**src/rtl/decode_queue.sv**
```systemverilog
// rtl/decode_queue.sv - registered instruction-decode stage with elastic output queue
//
// Purpose: classifies 16-bit instructions (R, I, special, shift, Bcond),
// extends immediates to IMM_WIDTH, flags illegal encodings and buffers the
// decoded results in a DEPTH-entry circular queue drained by the consumer.
//
// Ports:
//   clk, reset          rising-edge clock, asynchronous active-high reset
//   flush               synchronous queue clear, beats every other action
//   in_valid/in_ready   fetch-side handshake, instruction[15:0] payload
//   out_valid/out_ready consumer-side handshake on the head entry
//   instructionOp, regAddA, regAddB, immediate, flagOp, illegal
//                       decoded head entry, all zero while the queue is empty
//   count               queue occupancy
//   illegal_cnt         saturating count of illegal instructions enqueued
module decode_queue #(
  parameter int DEPTH     = 4,
  parameter int IMM_WIDTH = 16
) (
  input  logic                   clk,
  input  logic                   reset,
  input  logic                   flush,
  input  logic                   in_valid,
  output logic                   in_ready,
  input  logic [15:0]            instruction,
  output logic                   out_valid,
  input  logic                   out_ready,
  output logic [7:0]             instructionOp,
  output logic [3:0]             regAddA,
  output logic [3:0]             regAddB,
  output logic [IMM_WIDTH-1:0]   immediate,
  output logic [3:0]             flagOp,
  output logic                   illegal,
  output logic [$clog2(DEPTH):0] count,
  output logic [7:0]             illegal_cnt
);

  localparam int PW = $clog2(DEPTH);
  localparam logic [PW:0]   FULL_COUNT = (PW+1)'(DEPTH);
  localparam logic [PW:0]   CNT_ONE    = (PW+1)'(1);
  localparam logic [PW-1:0] PTR_ONE    = PW'(1);

  typedef struct packed {
    logic [7:0]           op;
    logic [3:0]           a;
    logic [3:0]           b;
    logic [IMM_WIDTH-1:0] imm;
    logic [3:0]           flag;
    logic                 ill;
  } entry_t;

  logic [3:0] w_op;
  logic [3:0] w_rd;
  logic [3:0] w_ext;
  logic [3:0] w_rs;
  logic       w_ill;
  entry_t     w_dec;
  entry_t     w_head;
  logic       w_enq;
  logic       w_deq;

  entry_t        r_mem [DEPTH];
  logic [PW-1:0] r_wr_ptr;
  logic [PW-1:0] r_rd_ptr;
  logic [PW:0]   r_count;
  logic [7:0]    r_illegal_cnt;

  assign w_op  = instruction[15:12];
  assign w_rd  = instruction[11:8];
  assign w_ext = instruction[7:4];
  assign w_rs  = instruction[3:0];

  // Combinational decode of the incoming instruction.
  always_comb begin
    w_dec = '0;
    w_ill = 1'b0;
    if (w_op == 4'b0000) begin
      w_dec.op = {w_op, w_ext};
      w_dec.a  = w_rs;
      w_dec.b  = w_rd;
    end else if (w_op[1:0] != 2'b00) begin
      w_dec.op = {w_op, 4'h0};
      w_dec.b  = w_rd;
      // Only the three lowest I-form opcodes take an unsigned immediate.
      if (w_op[3:2] == 2'b00)
        w_dec.imm = IMM_WIDTH'(instruction[7:0]);
      else
        w_dec.imm = IMM_WIDTH'($signed(instruction[7:0]));
    end else if (w_op == 4'b0100) begin
      w_dec.op = {w_op, w_ext};
      case (w_ext)
        4'b0000, 4'b0100: begin
          w_dec.a = w_rs;
          w_dec.b = w_rd;
        end
        4'b1000: begin
          w_dec.a    = w_rs;
          w_dec.b    = w_rd;
          w_dec.flag = 4'hF;
        end
        4'b1100: begin
          w_dec.a    = w_rs;
          w_dec.flag = w_rd;
        end
        default: w_ill = 1'b1;
      endcase
    end else if (w_op == 4'b1000) begin
      w_dec.op = {w_op, w_ext};
      if (w_ext == 4'b0100) begin
        w_dec.a = w_rs;
        w_dec.b = w_rd;
      end else if (w_ext[3:1] == 3'b000) begin
        // LSHI: 5-bit signed shift amount lives in instruction[4:0].
        w_dec.b   = w_rd;
        w_dec.imm = IMM_WIDTH'($signed(instruction[4:0]));
      end else begin
        w_ill = 1'b1;
      end
    end else begin
      w_dec.op   = {w_op, 4'h0};
      w_dec.flag = w_rd;
      w_dec.imm  = IMM_WIDTH'($signed(instruction[7:0]));
    end
    if (w_ill) begin
      w_dec     = '0;
      w_dec.op  = 8'hFF;
      w_dec.ill = 1'b1;
    end
  end

  // in_ready depends only on registered occupancy, never on out_ready.
  assign in_ready  = (r_count != FULL_COUNT);
  assign out_valid = (r_count != '0);
  assign w_enq     = in_valid && in_ready && !flush;
  assign w_deq     = out_valid && out_ready && !flush;

  // Storage is not reset or scrubbed; out_valid gates everything read from it.
  always_ff @(posedge clk) begin
    if (w_enq)
      r_mem[r_wr_ptr] <= w_dec;
  end

  always_ff @(posedge clk or posedge reset) begin
    if (reset) begin
      r_wr_ptr <= '0;
      r_rd_ptr <= '0;
      r_count  <= '0;
    end else if (flush) begin
      r_wr_ptr <= '0;
      r_rd_ptr <= '0;
      r_count  <= '0;
    end else begin
      if (w_enq)
        r_wr_ptr <= r_wr_ptr + PTR_ONE;
      if (w_deq)
        r_rd_ptr <= r_rd_ptr + PTR_ONE;
      case ({w_enq, w_deq})
        2'b10:   r_count <= r_count + CNT_ONE;
        2'b01:   r_count <= r_count - CNT_ONE;
        default: r_count <= r_count;
      endcase
    end
  end

  // Survives flush; only reset clears it.
  always_ff @(posedge clk or posedge reset) begin
    if (reset)
      r_illegal_cnt <= '0;
    else if (w_enq && w_dec.ill && (r_illegal_cnt != 8'hFF))
      r_illegal_cnt <= r_illegal_cnt + 8'd1;
  end

  assign w_head = r_mem[r_rd_ptr];

  always_comb begin
    instructionOp = '0;
    regAddA       = '0;
    regAddB       = '0;
    immediate     = '0;
    flagOp        = '0;
    illegal       = 1'b0;
    if (out_valid) begin
      instructionOp = w_head.op;
      regAddA       = w_head.a;
      regAddB       = w_head.b;
      immediate     = w_head.imm;
      flagOp        = w_head.flag;
      illegal       = w_head.ill;
    end
  end

  assign count       = r_count;
  assign illegal_cnt = r_illegal_cnt;

endmodule

```
**config.mk**
```make
export PLATFORM = sky130hd
export DESIGN_NAME = decode_queue
export DESIGN_NICKNAME = d
export VERILOG_FILES = /design/src/rtl/decode_queue.sv
export SDC_FILE = /design/constraint.sdc
export NUM_CORES = 1
export LEC_CHECK = 0
export ABC_AREA = 1
export CAP_MARGIN = 10
export CORE_MARGIN = 2
export CORE_UTILIZATION = 30
export CTS_CLUSTER_SIZE = 8
export DETAILED_ROUTE_END_ITERATION = 8
export PLACE_DENSITY = 0.51
export SYNTH_ARGS = -nofsm -noshare
export SYNTH_HDL_FRONTEND = slang
export SYNTH_SLANG_ARGS = --single-unit
```
**constraint.sdc**
```tcl
create_clock -name clk -period 2.2 [get_ports clk]
set_input_delay 0.44 -clock clk [delete_from_list [all_inputs] [get_ports clk]]
set_output_delay 0.44 -clock clk [all_outputs]
set_load 0.01 [all_outputs]
```
==> results of run 1 <==
==> path summary, 6_finish.rpt <==
path	start	to	slack, ns	depth (start not counted)
worst min register to register	illegal_cnt[1]$_DFFE_PP0P_	illegal_cnt[1]$_DFFE_PP0P_	0.53	2
worst min-delay path	reset	r_wr_ptr[0]$_DFFE_PP0P_	0.41	2
worst max-delay path	r_rd_ptr[0]$_DFFE_PP0P_	immediate[10]	0.06	7
max in group asynchronous	reset	r_rd_ptr[0]$_DFFE_PP0P_	1.33	2
min in group clk	illegal_cnt[1]$_DFFE_PP0P_	illegal_cnt[1]$_DFFE_PP0P_	0.53	2
worst max register to register	count[1]$_DFFE_PP0P_	count[2]$_DFFE_PP0P_	0.40	12
==> layer usage <==
metal | wire [µm] | vias to the layer above | global-route usage, % | share of wire (%)
met1 | 7100 | 2156 | 19.6 | 44
met5 | 0 | - | 0 | 0
met4 | 159 | 0 | 4.81 | 0.98
li1 | - | 2208 | - | -
met2 | 7890 | 126 | 25.2 | 49
met3 | 1020 | 15 | 4.60 | 6.3
==> flip-flops by register name, summed over array words and instances (netlist names) <==
signal       cells
r_rd_ptr         2
count            3
illegal_cnt      8
r_wr_ptr         2
r_mem          120
==> repair_timing <==
action                                  CTS  global route
pin swaps                                15            23
gates cloned                              5             2
resized for setup                       162            39
endpoints found under the setup margin   37            36
setup buffers                             4             6
==> worst max-delay path, cell delays in order (launching register included) <==
cell      delay [ns]
dfrtp_2         0.43
buf_8           0.15
clkinv_8        0.08
buf_12          0.13
o21ai_1         0.07
a21oi_1         0.14
buf_4           0.15
buf_2           0.13
==> final cells by class <==
class	count	area, µm²	area share [%]
multi-input cells	370	1860	22.8
inverters	40	178	2.18
well taps	270	338	4.14
flip-flops and latches	135	3980	48.8
clock buffers	19	433	5.31
clock inverters	12	63.8	0.782
repair buffers	131	1300	15.9
==> kinds of logic (layout without fill, tap and decap cells) <==
logic type | count (synthesis) | count (layout)
xor+xnor | 7 | 7
buf+inv | 71 | 202
fa+ha+maj | 6 | 6
simple gates | 239 | 239
flops | 135 | 135
compound gates | 118 | 118
==> cell usage after synthesis (6+ instances only) <==
master	number
nor3_1	7
a21oi_1	39
edfxtp_1	120
buf_4	8
o21ai_0	67
dfrtp_1	15
nand2_1	52
nor2_1	147
inv_1	34
nand3_1	19
clkbuf_1	16
buf_2	6
==> metrics by stage <==
stage / TNS, ns / power (mW) / setup WS, ns / cells
6_report: 0 / 8.42 / 0.0613 / 977
3_3_place_gp: 0 / 5.76 / 0.00474 / 930
2_1_floorplan: -48.60 / 4.37 / -0.405 / 576
4_1_cts: -0.0451 / 8.27 / -0.0442 / 970
3_5_place_dp: -0.277 / 5.80 / -0.0692 / 930
5_1_grt: -0.616 / 8.88 / -0.0481 / 977
==> power by group through the flow <==
stage          registers, mW  logic, mW  clock network (mW)
6_report                3.02       3.00                2.40
5_1_grt                 3.03       3.27                2.58
4_1_cts                 3.01       2.79                2.46
3_5_place_dp            3.07       2.73                   0
3_3_place_gp            3.06       2.70                   0
2_1_floorplan           3.09       1.29                   0
==> placed cells by master (no fill, tap or decap), drive strengths merged, types with 8 or more instances in the layout <==
cell type,instances
nand3,22
inv,37
dfrtp,15
nor3,8
clkdlybuf4s50,33
buf,96
clkinv,12
o21ai,68
nand2,57
nor2,151
edfxtp,120
a21oi,40
clkbuf,21
==> results_dict.tcl, run 1 <==
set metrics [dict create \
    status "finished clean" \
    gp_congestion 0.787 \
    critical_path_class "reg -> out" \
    synthAdderAreaFrac_pct 1.35 \
    synth_cell_type_count 34 \
    syn2layout_area_growth_pct 33.5 \
    route.detailed.drc 0 \
    period_needed_ns 2.14 \
    rsz0062_at_grt "yes" \
    start_kind "flop" \
    hpwlAfterDp_mm 9.73 \
    synthesis.nets 603 \
    cp_max_fo 11 \
    avgSynthCellArea_um2 10.6 \
    leakagePower_nw 3.21 \
    hold_violations 0 \
    postRouteAntennaNets 0 \
    worst_pin_slew_ns 0.647 \
    post_drt_wl_per_cell_um 16.6 \
    pwr-share-seq_pct 35.8 \
    power_frac_comb_pct 35.7 \
    worst-endpoint-arrival_ns 1.70 \
    cts_tree "built" \
    nNetsFinal 722 \
    endpoint_kind "output port" \
    drv_slew 0 \
    grt_pass1_wl_mm 24.8 \
    antenna_cells 0 \
    dieArea_um2 21500 \
    numCtsBuffers 17 \
    ys_warn_count 0 \
    synth_ff_type "edfxtp_1" \
    avgViaCountPerCell 4.61 \
    cts_root_buf "clkbuf_16" \
    clockBufferDepth 2 \
    vias 4505 \
    drive_above_1_share_pct 23.5 \
    relSlewSlack_pct 56.8 \
    drtIter0Drc 300 \
    first_pass_iters 4 \
    grt_pass1_vias 4550 \
    fin_skew_ns 0.0104 \
    antenna_found_initial 1 \
    postLayoutCellArea_um2 8160 \
    clkLatencyLatePin_ns 0.42 \
    fmax_mhz 468 \
    clock_sinks 135 \
    whs_ns 0.409 \
    htreeDepth 4 \
    hold_buffers 0 \
    track_usage_pct 15.4 \
    synth-xor-area-share_pct 1.00 \
    ir_worst_vdd_v 0.000624 \
    synth_mux_area_share_pct 0 \
    path_clk_slew_ns 0.06 \
    fill_cells 1919 \
    synth_area_leaders "edfxtp_1, nor2_1, dfrtp_1" \
    netlist_instances 576 \
    ys_async_sr_fraction_pct 11.1 \
    die_height_um 147 \
    place_area_um2 7470 \
    cp.required_ns 1.76 \
    die_w_um 147 \
    synthSimpleGateAreaFrac_pct 16.9 \
    io_pins 71 \
    switching_power_mw 2.70 \
    power_density_nw_per_um2 1030 \
    synth_top_area_share_pct 59.0 \
    finalCritPeriodShare_pct 97.2 \
    finalSetupViolations 0 \
    synth_top_family_by_area "simple AND/OR/NAND/NOR gates" \
    switching_share_pct 32.0 \
    synth.ff_latch_count 135 \
    power_frac_clock_pct 28.5 \
    core_um2 20100 \
    seq_area_frac_synth_pct 65.1 \
    numPortBuffers 70 \
    start_util_pct 30.4 \
    fin_util_pct 40.6 \
    synth_area_um2 6110 \
    wl_mm 16.2 \
    grt_max_degree 31 \
    synth_edf_count 120 \
    intPower_mw 5.73 \
    yosysTopAreaCell "edfxtp_1" \
    hp-class "in -> async" \
    synth_compound_area_share_pct 10.3 \
    gr-total-overflow 0 \
    placementRows 52 \
    cap_violations 0 \
]
Power figures use the tool's default switching activity.
==> inputs of run 2 (changes only) <==
CORE_MARGIN = 4   (was 2)
HOLD_SLACK_MARGIN = 0.02   (was default)
==> run 2 against run 1 <==
- the run now ends with negative setup slack left
- die area up 5.5%
- critical path depth down 2
- largest cell class unchanged
- highest routed layer is now met5
- total power up 9.9%
- routed wire length down 0.75%
- hold slack worse by 0.0042 ns
- critical path type unchanged
- clock skew down 0.0043 ns
- sequential share of layout area down 0.84 points
- clock power up 36%
==> results_dict.tcl, run 2 (synthesized netlist as in run 1, its figures left out) <==
set metrics [dict create \
    drive_above_1_share_pct 22.5 \
    vias 4483 \
    slowest_stage "dfrtp_2" \
    numCtsBuffers 17 \
    die_height_um 151 \
    switching_share_pct 29.7 \
    final_common_cell "nor2_1" \
    grt_max_degree 31 \
    largest-register "r_mem" \
    drv_slew 0 \
    hp-class "in -> async" \
    cts_root_buf "clkbuf_16" \
    dieArea_um2 22700 \
    p_total_mw 9.26 \
    cp.required_ns 1.76 \
    nNetsFinal 712 \
    violations "negative setup slack" \
    fin_ws_ns -0.0108 \
    whs_ns 0.405 \
    gp_congestion 0.780 \
    largest_reg_flops 120 \
    intPower_mw 6.50 \
    seq_area_um2 3980 \
    path_cells "inv_4 -> buf_12 -> o21ai_0 -> a21oi_1 -> dlygate4sd2_1" \
    clkLatencyLatePin_ns 0.42 \
    power_frac_clock_pct 35.4 \
    clock_sinks 135 \
    gr-total-overflow 0 \
    io_pins 71 \
    antenna_cells 0 \
    path_clk_slew_ns 0.06 \
    fill_cells 1857 \
    worst-endpoint-arrival_ns 1.77 \
    antenna_found_initial 2 \
    finalCritPeriodShare_pct 100 \
    start_util_pct 31.0 \
    switching_power_mw 2.75 \
    ir_worst_vdd_v 0.000655 \
    cp_max_fo 27 \
    wl_mm 16.1 \
    hold_buffers 0 \
    route.detailed.drc 0 \
    drtIter0Drc 252 \
    power_density_nw_per_um2 1120 \
    place_area_um2 7390 \
    die_w_um 151 \
    hpwlAfterDp_mm 9.57 \
    postLayoutCellArea_um2 8300 \
    grt_pass1_vias 4499 \
    cts_tree "built" \
    postRouteAntennaNets 0 \
    rsz0062_at_grt "yes" \
    pwr-share-seq_pct 32.7 \
    relSlewSlack_pct 57.0 \
    period_needed_ns 2.21 \
    endpoint_kind "output port" \
    slowest_delay_ns 0.47 \
    track_usage_pct 14.8 \
    post_drt_wl_per_cell_um 16.7 \
    numPortBuffers 70 \
    htreeDepth 4 \
    power_frac_comb_pct 31.9 \
    cap_violations 0 \
    critical_path_class "reg -> out" \
    mostFrequentLayoutCells "nor2_1, edfxtp_1, nand2_1, o21ai_0" \
    setup_tns_ns -0.0495 \
    clockBufferDepth 2 \
    fmax_mhz 452 \
    start_kind "flop" \
    status "complete, but fails checks" \
    worst_pin_slew_ns 0.645 \
    multi_input_area_um2 1880 \
    fin_skew_ns 0.00610 \
    leakagePower_nw 3.24 \
    placementRows 51 \
    syn2layout_area_growth_pct 35.8 \
    first_pass_iters 4 \
    grt_pass1_wl_mm 24.9 \
    core_um2 19700 \
    avgViaCountPerCell 4.66 \
    finalSetupViolations 9 \
    hold_violations 0 \
]
run 2: routing by layer:
metal	part of all wire [%]	GRT usage [%]	vias to the layer above
li1	-	-	2192
met1	44	19.0	2132
met2	47	23.6	130
met3	7.1	4.64	25
met4	1.3	5.08	4
met5	0.10	0	-
run 2: critical path: cells and delay by family (launching register included):
| family | cells | cell delay [ns] |
|---|---|---|
| flip-flops | 1 | 0.47 |
| buffers and inverters | 3 | 0.62 |
| AO/OA/AOI/OAI | 2 | 0.26 |
run 2: layout make-up:
type | count | area share (%)
flip-flops and latches | 135 | 48.0
multi-input cells | 370 | 22.6
repair buffers | 121 | 15.2
clock buffers | 17 | 5.13
well taps | 265 | 4.00
clock inverters | 15 | 3.08
inverters | 40 | 1.99
run 2: final timing paths:
path	startpoint	endpoint	slack [ns]	cells past startpoint
max reg2reg	count[0]$_DFFE_PP0P_	count[2]$_DFFE_PP0P_	0.38	10
min in group clk	illegal_cnt[1]$_DFFE_PP0P_	illegal_cnt[1]$_DFFE_PP0P_	0.53	2
min reg2reg	illegal_cnt[1]$_DFFE_PP0P_	illegal_cnt[1]$_DFFE_PP0P_	0.53	2
max	r_rd_ptr[0]$_DFFE_PP0P_	instructionOp[0]	-0.01	5
min	reset	r_wr_ptr[1]$_DFFE_PP0P_	0.40	2
max in group asynchronous	reset	r_rd_ptr[0]$_DFFE_PP0P_	1.34	2
run 2: what timing repair did:
action                                  CTS  global route
hold endpoints to repair                  0             0
buffers inserted                          3             4
pin swaps                                15            10
cloned                                    6             1
gates resized for setup                 172            37
endpoints found under the setup margin   37            37
run 2: power groups by stage:
| stage | registers, mW | logic [mW] | clock network [mW] |
|---|---|---|---|
| global placement | 3.06 | 2.68 | 0 |
| CTS | 3.03 | 2.90 | 3.32 |
| global route | 3.04 | 3.24 | 3.46 |
| finish | 3.03 | 2.95 | 3.27 |
| floorplan | 3.09 | 1.29 | 0 |
| detailed placement | 3.06 | 2.71 | 0 |
run 2: per-stage QoR:
step / setup slack (ns) / cells / util [%]
6_report: -0.0108 / 963 / 42.1
5_1_grt: -0.138 / 963 / 42.1
4_1_cts: -0.0622 / 960 / 41.6
3_5_place_dp: -0.0820 / 919 / 37.5
3_3_place_gp: -0.0480 / 919 / 37.5
2_1_floorplan: -0.405 / 576 / -
==> inputs of run 3 (changes only) <==
CAP_MARGIN = 20   (was 10)
==> results of run 3 <==
Same layout as run 2: the final DEF is identical, and so are final timing and power.
